### config.mk
export PLATFORM = sky130hd
export DESIGN_NAME = vend_transaction_ctrl
export DESIGN_NICKNAME = d
export VERILOG_FILES = /design/src/rtl/vend_transaction_ctrl.sv
export SDC_FILE = /design/constraint.sdc
export NUM_CORES = 1
export LEC_CHECK = 0
export BUFFER_PORTS_ARGS = -buffer_cell sky130_fd_sc_hd__buf_2
export CAP_MARGIN = 20
export CORE_ASPECT_RATIO = 1.4
export CORE_MARGIN = 4
export CORE_UTILIZATION = 35
export DETAILED_ROUTE_END_ITERATION = 8
export PLACE_DENSITY = 0.57
export SYNTH_ARGS = -nofsm -noshare
export SYNTH_HDL_FRONTEND = slang
export SYNTH_SLANG_ARGS = --single-unit
### constraint.sdc
create_clock -name clk_i -period 3.4 [get_ports clk_i]
set_input_delay 0.51 -clock clk_i [delete_from_list [all_inputs] [get_ports clk_i]]
set_output_delay 0.51 -clock clk_i [all_outputs]
set_load 0.02 [all_outputs]
### src/rtl/vend_transaction_ctrl.sv
// vend_transaction_ctrl
// Customer-side transaction controller. It takes a product selection and coin pulses from the
// coin/keypad front-end and looks up price and stock through the store handler's lookup port.
// It issues exactly one buy command when stock and credit both suffice, and then returns change.
//
// Parameters
//   MaxCredit       credit ceiling. A coin that would push credit past it is rejected (<= 255).
//   TimeoutCycles   idle cycles in the collect phase before an automatic cancel and refund.
//
// Ports
//   clk_i            clock, rising edge
//   rst_i            synchronous, active-high reset
//   select_valid_i   one-cycle product request strobe
//   select_code_i    requested product code
//   select_count_i   requested item count (0 = ignored)
//   coin_valid_i     one-cycle coin strobe
//   coin_value_i     coin value, in units
//   cancel_i         customer abort
//   price_i          store price of product_code_o, sampled during the lookup cycle
//   stock_i          store stock of product_code_o, same timing as price_i
//   cmd_valid_o      buy command strobe to the store handler
//   mode_o           2'b01 while cmd_valid_o is high, otherwise 2'b11 (no-op)
//   product_code_o   latched select code; also addresses the price/stock lookup
//   item_count_o     latched select count
//   dispense_o       one-cycle pulse, same cycle as cmd_valid_o
//   change_valid_o   one-cycle pulse, change_amount_o valid
//   change_amount_o  refund or change value; holds until the next change_valid_o
//   coin_reject_o    one-cycle pulse: coin not accepted (returned to the customer)
//   err_stock_o      one-cycle pulse: stock is below the requested count
module vend_transaction_ctrl #(
  parameter int unsigned MaxCredit     = 255,
  parameter int unsigned TimeoutCycles = 1000
) (
  input  logic       clk_i,
  input  logic       rst_i,
  input  logic       select_valid_i,
  input  logic [2:0] select_code_i,
  input  logic [3:0] select_count_i,
  input  logic       coin_valid_i,
  input  logic [3:0] coin_value_i,
  input  logic       cancel_i,
  input  logic [3:0] price_i,
  input  logic [3:0] stock_i,
  output logic       cmd_valid_o,
  output logic [1:0] mode_o,
  output logic [2:0] product_code_o,
  output logic [3:0] item_count_o,
  output logic       dispense_o,
  output logic       change_valid_o,
  output logic [7:0] change_amount_o,
  output logic       coin_reject_o,
  output logic       err_stock_o
);

  localparam int unsigned     IdleW      = $clog2(TimeoutCycles + 1);
  localparam logic [8:0]      MaxCreditW = 9'(MaxCredit);
  localparam logic [IdleW-1:0] IdleMax   = IdleW'(TimeoutCycles);

  localparam logic [1:0] ModeBuy  = 2'b01;
  localparam logic [1:0] ModeNoop = 2'b11;

  typedef enum logic [2:0] {
    StIdle,
    StLookup,
    StCollect,
    StCommit,
    StRefund
  } state_e;

  state_e           state_q, state_d;
  logic [7:0]       credit_q, credit_d;
  logic [7:0]       cost_q, cost_d;
  logic [IdleW-1:0] idle_q, idle_d;
  logic [2:0]       code_q, code_d;
  logic [3:0]       count_q, count_d;

  // Registered outputs and their next-state values.
  logic       cmd_valid_q, cmd_valid_d;
  logic [1:0] mode_q, mode_d;
  logic       dispense_q, dispense_d;
  logic       change_valid_q, change_valid_d;
  logic [7:0] change_amount_q, change_amount_d;
  logic       coin_reject_q, coin_reject_d;
  logic       err_stock_q, err_stock_d;

  // Change owed on entry to the refund state; only meaningful when state_d is StRefund.
  logic [7:0] change_d;

  logic [8:0] coin_sum;
  logic       coin_fits;
  logic       timeout;
  logic       stock_short;
  logic       coin_accept;

  assign coin_sum    = {1'b0, credit_q} + {5'b0, coin_value_i};
  assign coin_fits   = (coin_sum <= MaxCreditW);
  assign timeout     = (idle_q == IdleMax);
  assign stock_short = (stock_i < count_q);

  // Coins are only taken while collecting; a simultaneous cancel or timeout wins over the coin.
  assign coin_accept = (state_q == StCollect) && coin_valid_i && !cancel_i && !timeout &&
                       coin_fits;

  // State register
  always_ff @(posedge clk_i) begin
    if (rst_i) begin
      state_q  <= StIdle;
      credit_q <= '0;
      cost_q   <= '0;
      idle_q   <= '0;
      code_q   <= '0;
      count_q  <= '0;
    end else begin
      state_q  <= state_d;
      credit_q <= credit_d;
      cost_q   <= cost_d;
      idle_q   <= idle_d;
      code_q   <= code_d;
      count_q  <= count_d;
    end
  end

  // Next-state logic
  always_comb begin
    state_d  = state_q;
    credit_d = credit_q;
    cost_d   = cost_q;
    idle_d   = idle_q;
    code_d   = code_q;
    count_d  = count_q;
    change_d = '0;

    unique case (state_q)
      StIdle: begin
        if (select_valid_i && (select_count_i != 4'd0)) begin
          code_d  = select_code_i;
          count_d = select_count_i;
          state_d = StLookup;
        end
      end

      StLookup: begin
        // 4x4 product never exceeds 225, so 8 bits hold it exactly.
        cost_d = {4'b0, price_i} * {4'b0, count_q};
        if (stock_short) begin
          state_d = StIdle;
        end else begin
          idle_d  = '0;
          state_d = StCollect;
        end
      end

      StCollect: begin
        if (cancel_i || timeout) begin
          change_d = credit_q;
          state_d  = StRefund;
        end else begin
          if (coin_accept) begin
            credit_d = coin_sum[7:0];
            idle_d   = '0;
          end else begin
            idle_d = idle_q + 1'b1;
          end
          // Compare against registered credit, so a coin takes effect one cycle later.
          if (credit_q >= cost_q) begin
            state_d = StCommit;
          end
        end
      end

      StCommit: begin
        change_d = credit_q - cost_q;
        state_d  = StRefund;
      end

      StRefund: begin
        credit_d = '0;
        state_d  = StIdle;
      end

      default: begin
        state_d = StIdle;
      end
    endcase
  end

  // Output logic: next values for the output registers, decoded from the next state
  // so that pulses line up with the state they belong to.
  always_comb begin
    cmd_valid_d     = (state_d == StCommit);
    dispense_d      = (state_d == StCommit);
    mode_d          = (state_d == StCommit) ? ModeBuy : ModeNoop;
    change_valid_d  = (state_d == StRefund) && (change_d != 8'd0);
    change_amount_d = change_valid_d ? change_d : change_amount_q;
    coin_reject_d   = coin_valid_i && !coin_accept;
    err_stock_d     = (state_q == StLookup) && stock_short;
  end

  // Output registers
  always_ff @(posedge clk_i) begin
    if (rst_i) begin
      cmd_valid_q     <= 1'b0;
      mode_q          <= ModeNoop;
      dispense_q      <= 1'b0;
      change_valid_q  <= 1'b0;
      change_amount_q <= '0;
      coin_reject_q   <= 1'b0;
      err_stock_q     <= 1'b0;
    end else begin
      cmd_valid_q     <= cmd_valid_d;
      mode_q          <= mode_d;
      dispense_q      <= dispense_d;
      change_valid_q  <= change_valid_d;
      change_amount_q <= change_amount_d;
      coin_reject_q   <= coin_reject_d;
      err_stock_q     <= err_stock_d;
    end
  end

  assign cmd_valid_o     = cmd_valid_q;
  assign mode_o          = mode_q;
  assign product_code_o  = code_q;
  assign item_count_o    = count_q;
  assign dispense_o      = dispense_q;
  assign change_valid_o  = change_valid_q;
  assign change_amount_o = change_amount_q;
  assign coin_reject_o   = coin_reject_q;
  assign err_stock_o     = err_stock_q;

endmodule

==> impl_metrics.toml, run 1 <==
[run]
cap_violations = 0

[global_route]
grt_pass1_wl_um = 12000
overflow = 0
antenna_found_initial = 0
grt_usage = 0.141
grt_pass1_vias = 2588
grt_start_max_net_pins = 33

[clock_tree]
cts_setup_buffers = 0
path_clk_slew_ps = 70
clk_latency_ps = 290
clockBufferDepth = 2
cts_num_sinks = 49
root_buffer = "clkbuf_16"
htreeDepth = 2
holdBufCountCts = 0
numCtsBuffers = 5
ctsResizeCount = 0
cts_tree = "built"

[synthesis]
synth_area_leaders = "dfxtp_1 32%, ha_1 12%, a21oi_1 4.8%, fa_1 3.9%, nand2_1 3.8%"
synth.yosys.seq_area_share = 0.317
synth_top_cell_area_share = 0.317
ys_async_sr_fraction = 0
ys_warn_count = 0
synth_top_area_cell = "dfxtp_1"
syn_area_per_cell_um2 = 8.73
syn_inst = 355
ys_types = 61
ys_ff_latch = 49
syn-num-nets = 414
synthesis.area_um2 = 3100
synth_edf_count = 0
synth_flop_cell = "dfxtp_1"

[sta]
hold_viol = 0
fin_setup_tns_ps = 0
worst_pin_slew_ps = 589
setup_violations = 0
slew_headroom = 0.607
rsz0062_at_grt = "false"
final.min_clock_period_ps = 2970
fin_crit_sh = 0.875
drv_slew = 0
max_freq_mhz = 336
finClkSkew_ps = 4.52

[run_status]
status = "finished clean"

[worst_setup_path]
arrival_ps = 3120
ff2ff_path_depth = 11
path_max_fanout = 7
critPathLaunch = "item_count_o[3]"
reg2reg_slack_ps = 430
cp-start-kind = "register"
critical_path_required_ps = 3540
end_kind = "register"
worst-setup-path-type = "register to register"
timing.rr.start = "item_count_o[3]"
r2r-end = "cost_q[7]"
endpoint = "cost_q[7]"

[route]
drc = 0
via_per_inst = 5.18
drt_iter0_drc = 93
wl_um = 6910
vias = 2616
dr.pass1.iters = 4
wire_per_inst_um = 13.7
ant_nets = 0

[cells_and_area]
fill_cells = 897
nets = 458
fin_util = 0.415
areaGrowthSynthToFinish_pct = 15.3
layout-drive-gt1-share = 0.175
diodes = 0
finalInstanceArea_um2 = 3570

[power]
pwr-share-clk = 0.374
sequentialPowerShare = 0.457
peakVddDrop_v = 0.000231
p_sw_frac = 0.277
power_density_nw_per_um2 = 371
p_sw_mw = 0.367
power_mw = 1.32
internal_power_mw = 0.958
power.static_leakage_nw = 1.58
p_comb_frac = 0.169

[die]
rows = 40
core_um2 = 8610
start_util = 0.360
die_h_um = 119
dieArea_um2 = 10400
dieWidth_um = 87.5
pin_count = 46

[hold_path]
hp-class = "register to register"

[placement]
dp_hpwl_um = 5440
place_area_um2 = 3430
place.port_buffers = 44
place_congestion = 0.833
-- area by class of cell --
type	instances	area [µm²]	area share
tap	105	131	0.0368
multi-input combinational	267	1950	0.547
timing repair buffer	50	265	0.0743
clock inverter	2	13.8	0.00385
inverter	26	97.6	0.0273
clock buffer	6	129	0.0361
sequential	49	981	0.275
-- worst max-delay path, cell delays in order, from the launching register on --
cell      delay [ps]
dfxtp_1          440
nand2_1          120
fa_1             520
fa_1             540
inv_1             60
ha_1             280
a21o_1           150
a21oi_1          220
o21bai_1          90
a21oi_1          180
or4_1            120
o311ai_0         110
-- layer usage --
layer	vias to the layer above	wire length, µm	GRT usage
met4	0	75	0.0422
met2	54	3550	0.247
met5	-	0	0
met3	4	295	0.0270
met1	1200	2990	0.172
li1	1358	-	-
-- through the flow --
step / std cells / worst slack (ps) / hold slack, ps
6_report: 505 / 426 / 455
5_1_grt: 505 / 132 / 460
4_1_cts: 505 / 377 / 451
3_5_place_dp: 497 / 236 / 449
3_3_place_gp: 497 / 291 / 443
2_1_floorplan: 355 / 477 / 432
-- how the worst min path moves through the flow --
stage	from	end	slack, ps	depth (start not counted)
3_5_place_dp	cost_q[3]	cost_q[3]	450	2
5_1_grt	select_code_i[2]	product_code_o[2]	460	3
2_1_floorplan	cost_q[5]	cost_q[5]	430	2
6_report	cost_q[3]	cost_q[3]	450	2
4_1_cts	select_code_i[1]	product_code_o[1]	450	3
3_3_place_gp	cost_q[3]	cost_q[3]	440	2
-- cell usage after synthesis (5+ instances only) --
cell type and n:
a21o_1 7, a21oi_1 30, a22oi_1 7, and2_1 12
clkbuf_1 7, dfxtp_1 49, fa_1 6, ha_1 29
inv_1 26, mux2i_1 7, nand2_1 31, nand3_1 5
nor2_1 31, o21ai_0 9, o32ai_1 5, or3_1 6
or4_1 5, xnor2_1 9, xor2_1 5
-- layout by cell type, fill, tap and decap left out, types with 4 or more instances in the layout --
cell type | Yosys | final
buf_4 | 2 | 6
o31ai_1 | 4 | 4
clkbuf_16 | 0 | 5
xor2_1 | 5 | 5
or3_1 | 6 | 6
a21o_1 | 7 | 7
inv_1 | 26 | 26
xnor2_1 | 9 | 9
o32ai_1 | 5 | 5
ha_1 | 29 | 29
nand3_1 | 5 | 5
nand2_1 | 31 | 31
or4_1 | 5 | 5
a22oi_1 | 7 | 7
fa_1 | 6 | 6
nor2_1 | 31 | 31
o21ai_0 | 9 | 9
dfxtp_1 | 49 | 49
nor3_1 | 4 | 4
nor2b_1 | 4 | 4
nand4_1 | 4 | 4
and2_1 | 12 | 12
buf_2 | 2 | 44
mux2i_1 | 7 | 7
a21oi_1 | 30 | 30
-- state kept, by name, indices dropped and copies added (netlist names) --
signal and cells:
item_count_o 4, mode_o 1, dispense_o 1, idle_q 10, state_q 3, cost_q 8
change_amount_o 8, product_code_o 3, err_stock_o 1, credit_q 8, coin_reject_o 1, change_valid_o 1
-- power by group through the flow --
stage / combinational [mW] / clock [mW] / sequential, mW
floorplan: 0.155 / 0 / 0.626
global placement: 0.225 / 0 / 0.618
detailed placement: 0.225 / 0 / 0.619
CTS: 0.227 / 0.512 / 0.606
global route: 0.254 / 0.537 / 0.609
finish: 0.224 / 0.495 / 0.605
-- cell families (layout without fill, tap and decap cells) --
logic type	count (synthesis)	in the layout	synth area share
other cells	1	1	0.00121
mux	7	7	0.0226
simple gates	120	120	0.203
flops	49	49	0.317
fa+ha+maj	35	35	0.156
compound gates	90	90	0.208
buf+inv	39	84	0.0529
xor+xnor	14	14	0.0396
Note: power is estimated with default switching activity, not from simulation.
==> run 2, diff against run 1 <==
CELL_PAD_IN_SITES_DETAIL_PLACEMENT = 0   (was default)
CELL_PAD_IN_SITES_GLOBAL_PLACEMENT = 1   (was default)
PLACE_DENSITY = 0.71   (was 0.57)
==> impl_metrics.toml, run 2 (synthesis gave the netlist of run 1 again) <==
[sta]
worst_pin_slew_ps = 601
final.min_clock_period_ps = 2970
drv_slew = 0
hold_viol = 0
max_freq_mhz = 337
rsz0062_at_grt = "false"
fin_setup_tns_ps = 0
fin_crit_sh = 0.873
finClkSkew_ps = 5.94
setup_violations = 0
slew_headroom = 0.599

[die]
dieWidth_um = 87.5
start_util = 0.360
rows = 40
die_h_um = 119
core_um2 = 8610
dieArea_um2 = 10400
pin_count = 46

[clock_tree]
cts_num_sinks = 49
numCtsBuffers = 5
holdBufCountCts = 0
cts_tree = "built"
htreeDepth = 2
cts_setup_buffers = 0
clk_latency_ps = 290
ctsResizeCount = 0
path_clk_slew_ps = 70
clockBufferDepth = 2
root_buffer = "clkbuf_16"

[worst_setup_path]
slowest_stage = "fa_1"
path_max_fanout = 7
crit_path_cell_trace = "nand2_1 -> fa_1 -> fa_1 -> inv_1 -> ha_1 -> a21o_1 -> a21oi_1 -> o21bai_1 -> a21oi_1 -> or4_1 -> o311ai_0"
arrival_ps = 3110
critical_path_required_ps = 3550
r2r-end = "cost_q[7]"
timing.rr.start = "item_count_o[3]"
worst-setup-path-type = "register to register"
cp-start-kind = "register"
end_kind = "register"
ff2ff_path_depth = 11
crit_family = "adder cells"
worst_path_largest_cell_delay_ps = 540
cp.buffers_inverters = 1
reg2reg_slack_ps = 430

[cells_and_area]
ff_latch_area_um2 = 981
areaGrowthSynthToFinish_pct = 16.3
layout-drive-gt1-share = 0.177
multi_input_area_um2 = 1950
fill_cells = 910
final_common_cell = "dfxtp_1"
diodes = 0
nets = 459
top_register = "idle_q"
stdcell_count = 506
layout_common_cells = "49 x dfxtp_1, 44 x buf_2, 31 x nand2_1, 31 x nor2_1, 30 x a21oi_1"
largest_reg_flops = 10

[placement]
dp.cells = 498
dp_hpwl_um = 5450
place.port_buffers = 44
place_congestion = 0.816

[run]
cap_violations = 0

[power]
power_density_nw_per_um2 = 389
power.static_leakage_nw = 1.59
peakVddDrop_v = 0.000199

[hold_path]
worstHoldStart = "cost_q[6]"
holdPathStages = 2
min_to = "cost_q[6]"
hp-class = "register to register"

[run_status]
status = "finished clean"

[global_route]
antenna_found_initial = 0
grt_pass1_wl_um = 12000
grt_usage = 0.143
grt_pass1_vias = 2530
overflow = 0
grt_start_max_net_pins = 33

[route]
via_per_inst = 5.14
wl_um = 6930
ant_nets = 0
wire_per_inst_um = 13.7
vias = 2602
drc = 0
drt_iter0_drc = 87
dr.pass1.iters = 4
[run 2: changes by cell type in the layout (fill, tap and decap cells not counted), sizes merged]
| cell | delta |
|---|---|
| bufinv | +1 |
| buf | +1 |
| inv | -1 |
[run 2: how the worst max path moves through the flow]
stage               cells after the start   endpoint  slack, ps       startpoint
floorplan                              11  cost_q[7]        480  item_count_o[3]
global placement                       12  cost_q[7]        300       price_i[0]
detailed placement                     12  cost_q[7]        240       price_i[0]
CTS                                    11  cost_q[7]        390  item_count_o[3]
global route                           11  cost_q[7]        160  item_count_o[3]
finish                                 11  cost_q[7]        430  item_count_o[3]
[run 2: per-stage QoR]
stage | worst slack, ps | power, mW | instance area, µm² | util | hold slack, ps
after CTS | 390 | 1.43 | 3600 | 0.419 | 452
after global placement | 296 | 0.844 | 3440 | 0.399 | 443
after detailed placement | 236 | 0.846 | 3440 | 0.399 | 447
after global routing | 162 | 1.48 | 3600 | 0.419 | 473
after floorplan | 477 | 0.781 | 3100 | - | 432
final | 432 | 1.40 | 3600 | 0.419 | 453
[run 2: final cells by class]
type / count / share of cell area
Multi-Input combinational cell: 267 / 0.542
Tap cell: 105 / 0.0364
Sequential cell: 49 / 0.272
Timing Repair Buffer: 51 / 0.0757
Clock buffer: 6 / 0.0358
Clock inverter: 2 / 0.0108
Inverter: 26 / 0.0271
[run 2: worst reg2reg max path: stages, from the launching register on]
cell and delay, ps:
dfxtp_1 430, nand2_1 110, fa_1 510, fa_1 540, inv_1 60, ha_1 290, a21o_1 150, a21oi_1 230
o21bai_1 90, a21oi_1 170, or4_1 120, o311ai_0 120
[run 2: routing by layer]
layer | up-vias | track usage | share of wire
met2 | 48 | 0.247 | 0.50
met1 | 1185 | 0.170 | 0.43
met5 | - | 0 | 0
met4 | 0 | 0.0585 | 0.025
met3 | 11 | 0.0277 | 0.036
li1 | 1358 | - | -
[run 2: power breakdown]
group | internal [mW] | total, mW | switching (mW)
clock | 0.349 | 0.574 | 0.225
combinational | 0.0926 | 0.225 | 0.132
sequential | 0.590 | 0.605 | 0.0149
